`config.mk`:
```
export PLATFORM = sky130hd
export DESIGN_NAME = btn_debouncer
export DESIGN_NICKNAME = d
export VERILOG_FILES = /design/src/rtl/btn_debouncer.sv
export SDC_FILE = /design/constraint.sdc
export NUM_CORES = 1
export LEC_CHECK = 0
export ABC_AREA = 1
export BUFFER_PORTS_ARGS = -buffer_cell sky130_fd_sc_hd__buf_2
export CAP_MARGIN = 20
export CORE_MARGIN = 2
export CORE_UTILIZATION = 25
export CTS_CLUSTER_DIAMETER = 40
export DETAILED_ROUTE_END_ITERATION = 8
export GPL_TIMING_DRIVEN = 0
export PLACE_DENSITY = 0.44
export SLEW_MARGIN = 10
export SYNTH_ARGS = -nofsm -noshare
export SYNTH_HDL_FRONTEND = slang
export SYNTH_SLANG_ARGS = --single-unit
```
`constraint.sdc`:
```
create_clock -name clk -period 1.9 [get_ports clk]
set_input_delay 0.095 -clock clk [delete_from_list [all_inputs] [get_ports clk]]
set_output_delay 0.095 -clock clk [all_outputs]
set_load 0.03 [all_outputs]
```
`src/rtl/btn_debouncer.sv`:
```
`default_nettype none
// ---------------------------------------------------------------------------
// btn_debouncer: per-button 2-flop sync, counter debounce, press/release
// pulses and optional auto-repeat.                           Revision: 1.0
// ---------------------------------------------------------------------------
module btn_debouncer #(
  parameter int N_BTN        = 4,
  parameter int STABLE_CNT   = 4,
  parameter int REPEAT_DELAY = 0,
  parameter int REPEAT_RATE  = 3
) (
  input  logic             clk,
  input  logic             rst_n,
  input  logic [N_BTN-1:0] btn_raw,
  output logic [N_BTN-1:0] btn_level,
  output logic [N_BTN-1:0] btn_press,
  output logic [N_BTN-1:0] btn_release,
  output logic             any_press
);

  typedef enum logic [1:0] {
    IDLE_LO = 2'd0,
    CHK_HI  = 2'd1,
    HELD    = 2'd2,
    CHK_LO  = 2'd3
  } state_t;

  localparam logic [7:0] c_stable_last = 8'(STABLE_CNT - 1);
  localparam logic [7:0] c_delay       = 8'(REPEAT_DELAY);
  // A rate longer than the delay would underflow the reload; clamp to zero.
  localparam logic [7:0] c_reload      = (REPEAT_RATE >= REPEAT_DELAY) ? 8'd0 :
                                         8'(REPEAT_DELAY - REPEAT_RATE);
  localparam bit         c_repeat_en   = (REPEAT_DELAY != 0);

  logic [N_BTN-1:0] w_press_nxt;

  generate
    for (genvar i = 0; i < N_BTN; i++) begin : g_chan
      state_t     r_state, w_state_nxt;
      logic       r_s1, r_s2;
      logic [7:0] r_cnt, w_cnt_nxt;
      logic [7:0] r_hold, w_hold_nxt;
      logic       r_level, r_press, r_release;
      logic       w_press, w_release;

      always_comb begin
        w_state_nxt = r_state;
        w_cnt_nxt   = 8'd0;
        w_hold_nxt  = r_hold;
        w_press     = 1'b0;
        w_release   = 1'b0;
        case (r_state)
          IDLE_LO, CHK_HI: begin
            w_hold_nxt = 8'd0;
            if (!r_s2) begin
              w_state_nxt = IDLE_LO;
            end else if (r_cnt == c_stable_last) begin
              w_state_nxt = HELD;
              w_press     = 1'b1;
            end else begin
              w_state_nxt = CHK_HI;
              w_cnt_nxt   = r_cnt + 8'd1;
            end
          end
          default: begin
            if (r_s2) begin
              w_state_nxt = HELD;
              // Hold time advances only in HELD; a pending release check freezes it.
              if (c_repeat_en && (r_state == HELD)) begin
                if (r_hold == c_delay - 8'd1) begin
                  w_press    = 1'b1;
                  w_hold_nxt = c_reload;
                end else if (r_hold != 8'hFF) begin
                  w_hold_nxt = r_hold + 8'd1;
                end
              end
            end else if (r_cnt == c_stable_last) begin
              w_state_nxt = IDLE_LO;
              w_release   = 1'b1;
              w_hold_nxt  = 8'd0;
            end else begin
              w_state_nxt = CHK_LO;
              w_cnt_nxt   = r_cnt + 8'd1;
            end
          end
        endcase
      end

      always_ff @(posedge clk) begin
        if (!rst_n) begin
          r_s1      <= 1'b0;
          r_s2      <= 1'b0;
          r_state   <= IDLE_LO;
          r_cnt     <= 8'd0;
          r_hold    <= 8'd0;
          r_level   <= 1'b0;
          r_press   <= 1'b0;
          r_release <= 1'b0;
        end else begin
          r_s1      <= btn_raw[i];
          r_s2      <= r_s1;
          r_state   <= w_state_nxt;
          r_cnt     <= w_cnt_nxt;
          r_hold    <= w_hold_nxt;
          r_level   <= (w_state_nxt == HELD) || (w_state_nxt == CHK_LO);
          r_press   <= w_press;
          r_release <= w_release;
        end
      end

      assign w_press_nxt[i] = w_press;
      assign btn_level[i]   = r_level;
      assign btn_press[i]   = r_press;
      assign btn_release[i] = r_release;
    end
  endgenerate

  always_ff @(posedge clk) begin
    if (!rst_n) begin
      any_press <= 1'b0;
    end else begin
      any_press <= |w_press_nxt;
    end
  end

endmodule
`default_nettype wire
```
Yosys cells after proc, flatten, opt, wreduce, memory -nomap -nowiden
Cells that the tools add are included.

Output and inout port bits: 13. Register bits after elaboration: 61.

Bitwise gates (word level): 1. Eq/ne operators: 16. Reduce and logical (&&, ||, !) cells: 17. Multiplexer cells: 48. Add/sub/neg operators: 4.

Operator list (number): $mux 8 (16); $mux 2 (20); $add 8x1->8 const B (4); $eq 8x2->1 const B (4); $reduce_or 4->1 (5); $eq 2x2->1 const B (8); $mux 1 (12); $eq 2x1->1 const B (4); $logic_not 2->1 (4); $reduce_or 2->1 (4); $logic_or 1x1->1 (4); $not 1->1 (1).

Logic depth before layout (Yosys ltp)
Gate-level depths: netlist (run 1).

Depth after elaboration: 6. Mapped depth: 8. Gate-level depth less buffers: 8.

Worst setup path after synthesis (run 1)
OpenSTA, ideal clock, no wires.

Path kind: reg-to-reg. Start: reg g_chan[2].r_cnt[0]. End: reg g_chan[2].r_cnt[7]. Path slack: 0.677 ns. Data required time: 1.783 ns. Stages on the path, launching flop included: 9. Data arrival time: 1.105 ns. Path buffers: 0. Period minus slack after synthesis: 1.223 ns. Path through: dfxtp_1 -> ha_1 -> inv_1 -> nor3_1 -> nand2_2 -> nand2_4 -> inv_2 -> nand2_2 -> nor2_2.

Longest elaborated chain between the ends: 4.

RTL lines: start, declared (line 41) `logic [7:0] r_cnt, w_cnt_nxt;`; start signal, assigned (line 103) `r_cnt <= w_cnt_nxt;`; $add 8x1->8 / $eq 8x2->1 (equally long branches); $mux 8 (*) (line 57, 77); $mux 8, on equally long branches (line 66, 55); $mux 8 (*) (line 52) `case (r_state)`.

Every way passes the cells marked *; elsewhere a longest branch is shown, timed or not. A chain may end at the register's enable or synchronous reset.

Worst setup path in the final report (run 1)
Start: reg g_chan[2].r_cnt[0]. End: reg g_chan[2].r_release.

Longest elaborated chain between the ends: 2.

RTL lines: $eq 8x2->1 (line 77) `end else if (r_cnt == c_stable_last) begin`; $mux 1 (line 77); end signal, assigned (line 107) `r_release <= w_release;`; end, declared (line 43) `logic r_level, r_press, r_release;`.

Every way passes these cells.

==> results.md, run 1 <==
* Global routing met3 resource utilization at 2.64%
* GR Util met2 at 13.8%
* Die H at 101 um
* N_diodes at 0
* Final hold violations at 0
* Least-Margin Pin Slew at 0.353 ns
* Clock skew at 0.00404 ns
* Pwr Total at between 1.5 and 2 mW
* CP required at 2.08 ns
* Clock latency on the worst-skew pair at 0.30 ns
* CP max-delay cell: dfxtp_1
* Placed Cells incl. Taps at between 400 and 500
* Pwr/cell area at 660 nW/um2
* Cts repair resizes at 0
* Critical path arrival at 1.60 ns
* Synthesized area at 2340 um2
* Kind of critical path: register to register
* Number of global-route vias before repair at 1,619
* Worst r2r src: g_chan[2].r_cnt[0]
* Number of fill cells at 1,003
* Drt wl/cell at 9.30 um
* Synth cell types at 32
* First-pass GRT wire length at 7.08 mm
* Slew margin rel. at 76.3%
* Vias at 1,696
* Drt first pass iters at 4
* Initial Util at 25.6%
* Crit path launch type: register
* Most common cell after layout, fill and taps aside: dfxtp_1
* Placed inst area at 2570 um2
* CP max stage delay at 0.37 ns
* Min cycle time layout at 1.43 ns
* Fmax at between 700 and 800 MHz
* DPL Wire Length at 3.01 mm
* VDD IR max at around 0.22 mV
* Leak at 1.11 nW
* DRT antenna net count at 0
* Max-cap violations at 0
* Final Instance Area at 2680 um2
* Mean post-synth cell area at 8.09 um2
* RSZ-0062 raised after global routing: false
* Cts bufs inserted at 5
* Die area at 10,100 um2
* #FFs+latches synth at 53
* Met1 Use GR at 11.2%
* Initial antenna violation count at 0
* Cell row count at 35
* CTS H-tree depth at 2
* Outcome: completed
* Global route overflow at 0
* Most frequent cells in the layout: dfxtp_1, nor2_1, nand2_1
* Crit path launch: g_chan[2].r_cnt[0]
* Gr busiest metal: met2
* Cell Chain, Critical Path: ha_1 -> inv_1 -> nor3_1 -> nand2_2 -> nor4_1
* Setup TNS at 0 ns
* Syn Inst Count at approximately 290
* Total wire length at between 3 and 4 mm
* CTS Buffer Depth at 2
* Total Nets Final at roughly 330
* Final setup vio count at 0
* Area grow syn2layout at 14.7%
* Sequential cell area fraction in the yosys report at 45.4%
* DRC at 0
* Util after Layout at 29.3%
* Clock sink count at 53
* CORE AREA at 9150 um2
* Yosys warns at 0
* Max Fanout on Critical Path at 4
* IO Count at 19
* Syn Nets at 300
* Fin. max-slew vios at 0
* Final period util at 75.0%
* Worst min path class: input pin to register
* CP endpoint kind: register
* Largest net degree at the start of global routing at 15
* CTS tree: built
* Die Wd at slightly above 100 um
* Final GP Congestion at 0.734
* GRT Resource Usage Total at under 10%
* Share of cells above drive strength 1 at 23.7%
* Clk slew on worst S/H paths at 0.09 ns
* Non-filler cells, final at 428
* Vias per cell at 3.96
* Drt initial violations at 49
* Root Driver: clkbuf_8
* Cts hold-fix bufs at 4
* Hold_sp: rst_n
* Input/output buffers at 18
* Setup Fix Bufs, Post-CTS at 0
final timing paths:
check / to / slack, ns / cells after the start
worst max-delay path: g_chan[2].r_release / 0.47 / 5
worst min-delay path: g_chan[3].r_release / 0.14 / 3
worst max register to register: g_chan[2].r_release / 0.47 / 5
worst min register to register: g_chan[1].r_s2 / 0.42 / 2
critical path: cells and delay by family, from the launching register on:
kind / cells / cell delay (ns)
and+or+nand+nor: 3 / 0.68
DFF: 1 / 0.37
adders and majority gates: 1 / 0.21
buffers and inverters: 1 / 0.05
cell type report:
cell class	count	area, um2	area share (%)
clock inverter	1	5.00	0.187
tap	111	139	5.18
inverter	41	154	5.74
multi-input combinational	181	1020	37.9
timing repair buffer	22	130	4.85
sequential	53	1060	39.6
buffer	14	106	3.97
clock buffer	5	68.8	2.57
where the power goes:
group / switching, mW / total (mW) / internal, mW
combinational: 0.0302 / 0.0516 / 0.0214
sequential: 0.00651 / 1.13 / 1.12
clock: 0.347 / 0.591 / 0.244
registers in the layout, summed over array words and instances, names as in the netlist:
name	flops
g_chan.r_s2	4
any_press	1
g_chan.r_press	4
g_chan.r_s1	4
g_chan.r_cnt	32
g_chan.r_state	4
g_chan.r_release	4
cells by family after synthesis:
| logic type | after synthesis | share of synthesized area [%] |
|---|---|---|
| flops | 53 | 45.4 |
| fa+ha+maj | 5 | 2.68 |
| simple gates | 155 | 34.8 |
| xor+xnor | 7 | 2.62 |
| buf+inv | 55 | 11.1 |
| compound gates | 14 | 3.42 |
metrics by stage:
| stage | hold WS (ns) | setup WS [ns] |
|---|---|---|
| final | 0.143 | 0.475 |
| after global routing | 0.149 | 0.354 |
| after CTS | 0.130 | 0.434 |
| after detailed placement | 0.280 | 0.462 |
| after global placement | 0.282 | 0.491 |
| after floorplan | 0.193 | 0.677 |
synth_stat cells (all sizes together):
master,count,area share [%]
nor2,59,11
dfxtp,53,45
nand2,50,9.5
inv,41,6.6
nand3,16,4.1
buf,14,4.5
nor3,12,3.4
a21oi,9,2.1
nand4,6,1.6
nor3b,6,3.5
ha,5,2.7
xor2,4,1.5
and2,3,0.91
o21ai,3,0.80
xnor2,3,1.1
a31oi,2,0.53
and3,1,0.27
nand3b,1,0.48
nor4,1,0.27
metal layers:
metal / part of all wire, % / up-vias
met4: 0.96 / 0
met2: 44 / 18
met3: 3.0 / 2
li1: - / 944
met5: 0 / -
met1: 52 / 732
Power figures use the tool's default switching activity.
==> inputs of run 2 (changes only) <==
--- a/config.mk
+++ b/config.mk
@@ -13,7 +13,7 @@
 export CTS_CLUSTER_DIAMETER = 40
 export DETAILED_ROUTE_END_ITERATION = 8
 export GPL_TIMING_DRIVEN = 0
-export PLACE_DENSITY = 0.44
+export PLACE_DENSITY = 0.45
 export SLEW_MARGIN = 10
 export SYNTH_ARGS = -nofsm -noshare
 export SYNTH_HDL_FRONTEND = slang
==> constraint.sdc (replaced) <==
create_clock -name clk -period 1.25 [get_ports clk]
set_input_delay 0.0625 -clock clk [delete_from_list [all_inputs] [get_ports clk]]
set_output_delay 0.0625 -clock clk [all_outputs]
set_load 0.03 [all_outputs]
==> results.md, run 2 (synthesized netlist as in run 1, its figures left out) <==
* Root Driver: clkbuf_8
* Max FFs per register at 32
* Cell row count at 35
* Placed inst area at between 2000 and 3000 um2
* First-pass GRT wire length at slightly below 7 mm
* Kind of critical path: register to register
* Fin. max-slew vios at 0
* Die H at between 100 and 150 um
* Highest signal layer in the routed design: met4
* Crit path launch type: register
* Global route overflow at 0
* Total Nets Final at 336
* Met1 wire length at ~2.0 mm
* Clock skew at 0.00578 ns
* Reg with most FFs: g_chan.r_cnt
* GRT Resource Usage Total at under 10%
* Hold WS at 0.115 ns
* Final GP Congestion at around 0.75
* Total wire length at 3.98 mm
* Least-Margin Pin Slew at 0.287 ns
* CTS H-tree depth at 2
* Drt initial violations at 34
* Vias per cell at around 4.0
* Initial antenna violation count at 0
* Placed Cells incl. Taps at ~420
* Fmax at between 800 and 900 MHz
* Pwr Total at 2.84 mW
* Slew margin rel. at between 80% and 90%
* Input/output buffers at 18
* CTS tree: built
* Largest net degree at the start of global routing at 16
* Number of fill cells at 973
* Max-cap violations at 0
* Final Instance Area at 2850 um2
* Min cycle time layout at 1.23 ns
* Clk slew on worst S/H paths at around 0.090 ns
* N_diodes at 0
* Outcome: completed
* DRT antenna net count at 0
* Drt wl/cell at 9.10 um
* CORE AREA at 9150 um2
* Worst path bufs/invs at 1
* Non-filler cells, final at 437
* Clock latency on the worst-skew pair at about 0.3 ns
* Worst min path class: input pin to register
* Reg area at 1070 um2
* Met2 wire length at 1.79 mm
* Max Fanout on Critical Path at 6
* Drt first pass iters at 7
* Final hold violations at 0
* Leak at between 1 and 1.5 nW
* Setup TNS at 0 ns
* DRC at 0
* Die Wd at 101 um
* Share of cells above drive strength 1 at 31.9%
* RSZ-0062 raised after global routing: true
* Routed wl met3 at between 100 and 150 um
* Area grow syn2layout at 22.0%
* Most frequent cells in the layout: nor2_1, dfxtp_1, nand2_1
* Final period util at between 90% and 100%
* Final WS setup at 0.0233 ns
* CP max-delay cell: dfxtp_2
* Area of the multi-input gates at 1090 um2
* VDD IR max at 0.412 mV
* Cts bufs inserted at 5
* Die area at 10,100 um2
* Util after Layout at 31.2%
* Most common cell after layout, fill and taps aside: nor2_1
* CP max stage delay at 0.37 ns
* IO Count at 19
* Final setup vio count at 0
* Vias at 1,740
* CP endpoint kind: register
* Cell Chain, Critical Path: ha_4 -> nor3b_4 -> nand3_2 -> nand2_4 -> inv_2 -> nand2_1 -> nor2_1
* Pwr/cell area at 996 nW/um2
* Cell family with most CP delay: simple AND/OR/NAND/NOR gates
* DPL Wire Length at 2.92 mm
* Number of global-route vias before repair at 1,652
* CTS Buffer Depth at 2
* CP required at 1.45 ns
* Clock sink count at 53
* Critical path arrival at ~1.4 ns
* Initial Util at 25.6%
* Worst slack, placed at -0.125 ns
==> run 2: final cells by class <==
class	count	area share, %
Buffer	14	3.73
Clock buffer	7	3.38
Clock inverter	1	0.175
Inverter	41	5.39
Multi-Input combinational cell	181	38.4
Sequential cell	53	37.7
Tap cell	111	4.87
Timing Repair Buffer	29	6.40
==> run 2: worst paths after layout <==
| path | from | slack [ns] | to | depth (start not counted) |
|---|---|---|---|---|
| setup reg to reg | g_chan[1].r_cnt[1] | 0.02 | g_chan[1].r_cnt[5] | 7 |
| hold / removal | rst_n | 0.11 | g_chan[3].r_release | 3 |
| hold reg to reg | g_chan[1].r_s1 | 0.42 | g_chan[1].r_s2 | 2 |
| setup / recovery | g_chan[1].r_cnt[1] | 0.02 | g_chan[1].r_cnt[5] | 7 |
==> run 2: worst min-delay path, stage by stage <==
cell and delay (ns):
buf_2 0.14, nand2_1 0.10, nor2_1 0.06
==> run 2: power by group <==
group / total, mW / switching (mW) / internal [mW] / leakage [nW]
Sequential: 1.71 / 0.0103 / 1.70 / 0.433
Combinational: 0.0834 / 0.0470 / 0.0363 / 0.685
Clock: 1.05 / 0.544 / 0.502 / 0.0542
==> run 2: repair_timing <==
item / 4_1_cts / 5_1_grt
setup buffers: 3 / 4
setup endpoints to repair: 25 / 18
hold buffers: 4 / 0
pin swaps: 6 / 9
hold endpoints to repair: 4 / 0
gates resized for setup: 17 / 9
==> run 2: metal layers <==
layer | track usage, % | up-vias
met2 | 14.1 | 19
met1 | 10.6 | 756
met4 | 2.53 | 0
li1 | - | 963
met3 | 2.08 | 2
met5 | 0 | -
==> inputs of run 3 (changes only) <==
--- a/config.mk
+++ b/config.mk
@@ -13,6 +13,7 @@
 export CTS_CLUSTER_DIAMETER = 40
 export DETAILED_ROUTE_END_ITERATION = 8
 export GPL_TIMING_DRIVEN = 0
+export HOLD_SLACK_MARGIN = 0.15
 export PLACE_DENSITY = 0.45
 export SLEW_MARGIN = 10
 export SYNTH_ARGS = -nofsm -noshare
==> results.md, run 3 (synthesized netlist as in run 1, its figures left out) <==
* CTS Buffer Depth at 2
* Clock sink count at 53
* Power share of the clock group at between 30% and 40%
* Drt first pass iters at 7
* Die H at 101 um
* DPL Wire Length at 2.92 mm
* Leak at 1.18 nW
* Input/output buffers at 18
* Slew margin rel. at 80.7%
* Crit path launch type: register
* Worst reg-to-reg setup slack at 0.02 ns
* Clock skew at slightly below 0.006 ns
* Die area at 10,100 um2
* GRT Resource Usage Total at approximately 8.4%
* Most frequent cells in the layout: nor2_1, dfxtp_1, nand2_1
* Critical path arrival at between 1 and 1.5 ns
* RSZ-0062 raised after global routing: true
* Global route overflow at 0
* Kind of critical path: register to register
* DRC at 0
* Final hold violations at 0
* Util after Layout at approximately 31%
* Pwr/cell area at a little under 1000 nW/um2
* Clock latency on the worst-skew pair at 0.30 ns
* Worst min path class: register to register
* Share of cells above drive strength 1 at 31.8%
* Final WS setup at around 0.023 ns
* Largest net degree at the start of global routing at 16
* First-pass GRT wire length at 6.93 mm
* DRT antenna net count at 0
* Die Wd at 101 um
* Vias per cell at 3.98
* Cts bufs inserted at 5
* Placed Cells incl. Taps at approximately 420
* Area grow syn2layout at 22.4%
* Final GP Congestion at 0.753
* Drt initial violations at 34
* Number of fill cells at 974
* N_diodes at 0
* Fin. max-slew vios at 0
* Setup TNS at 0 ns
* Sequential Power Share at about three fifths
* Drt wl/cell at 9.09 um
* Least-Margin Pin Slew at 0.287 ns
* Switching power share of the total at 21.1%
* Number of global-route vias before repair at 1,655
* Vias at 1,744
* Reg with most FFs: g_chan.r_cnt
* Max FFs per register at 32
* Fmax at 815 MHz
* Comb pwr share at 3.0%
* Most common cell after layout, fill and taps aside: nor2_1
* Cell row count at 35
* CP required at approximately 1.5 ns
* Outcome: completed
* Initial Util at 25.6%
* Max Fanout on Critical Path at 6
* Initial antenna violation count at 0
* CTS H-tree depth at 2
* CORE AREA at 9150 um2
* Pwr Total at 2.84 mW
* Root Driver: clkbuf_8
* Internal Power at ~2.2 mW
* VDD IR max at 0.412 mV
* IO Count at 19
* Sw power at about 0.6 mW
* Min cycle time layout at 1.23 ns
* CTS tree: built
* Total Nets Final at 337
* Total wire length at between 3 and 4 mm
* CP endpoint kind: register
* Final setup vio count at 0
* Non-filler cells, final at 438
* Clk slew on worst S/H paths at 0.09 ns
* Max-cap violations at 0
* Worst slack, placed at -0.125 ns
* Final period util at a little over nine tenths
==> run 3: power by group through the flow <==
stage | Combinational, mW | Sequential (mW) | Clock, mW
2_1_floorplan | 0.0494 | 1.75 | 0
3_3_place_gp | 0.0712 | 1.75 | 0
3_5_place_dp | 0.0707 | 1.75 | 0
4_1_cts | 0.0864 | 1.71 | 1.11
5_1_grt | 0.100 | 1.72 | 1.16
6_report | 0.0858 | 1.71 | 1.05
==> run 3: area by class of cell <==
cell class | instances | area, um2 | share of cell area, %
Multi-Input combinational cell | 181 | 1090 | 38.2
Sequential cell | 53 | 1070 | 37.5
Timing Repair Buffer | 30 | 193 | 6.73
Inverter | 41 | 154 | 5.38
Tap cell | 111 | 139 | 4.85
Buffer | 14 | 106 | 3.72
Clock buffer | 7 | 96.3 | 3.37
Clock inverter | 1 | 5.00 | 0.175
==> run 3: timing repair <==
item,in CTS,in global routing
endpoints found under the hold margin,6,0
buffers inserted,3,4
gates resized for setup,17,9
pin swaps,6,9
endpoints found under the setup margin,25,18
hold buffers,5,0
==> run 3: final timing paths <==
kind / to / depth (start not counted) / from
hold reg to reg: g_chan[1].r_s2 / 2 / g_chan[1].r_s1
setup reg to reg: g_chan[1].r_cnt[5] / 7 / g_chan[1].r_cnt[1]
hold / removal: g_chan[1].r_s2 / 2 / g_chan[1].r_s1
setup / recovery: g_chan[1].r_cnt[5] / 7 / g_chan[1].r_cnt[1]
==> run 3: critical path, cell delays in order, from the launching register on <==
cell     delay, ns
dfxtp_2       0.37
ha_4          0.15
nor3b_4       0.22
nand3_2       0.15
nand2_4       0.13
inv_2         0.03
nand2_1       0.04
nor2_1        0.03
==> run 3: per-layer routing <==
layer	GRT usage [%]	vias to the layer above	part of all wire [%]
met1	10.7	758	51
li1	-	965	-
met2	14.1	19	45
met5	0	-	0
met3	2.08	2	2.8
met4	2.53	0	0.95
==> run 3: through the flow <==
step	cell area, um2	hold slack [ns]
2_1_floorplan	2340	0.160
3_3_place_gp	2570	0.249
3_5_place_dp	2570	0.250
4_1_cts	2800	0.425
5_1_grt	2860	0.441
6_report	2860	0.421
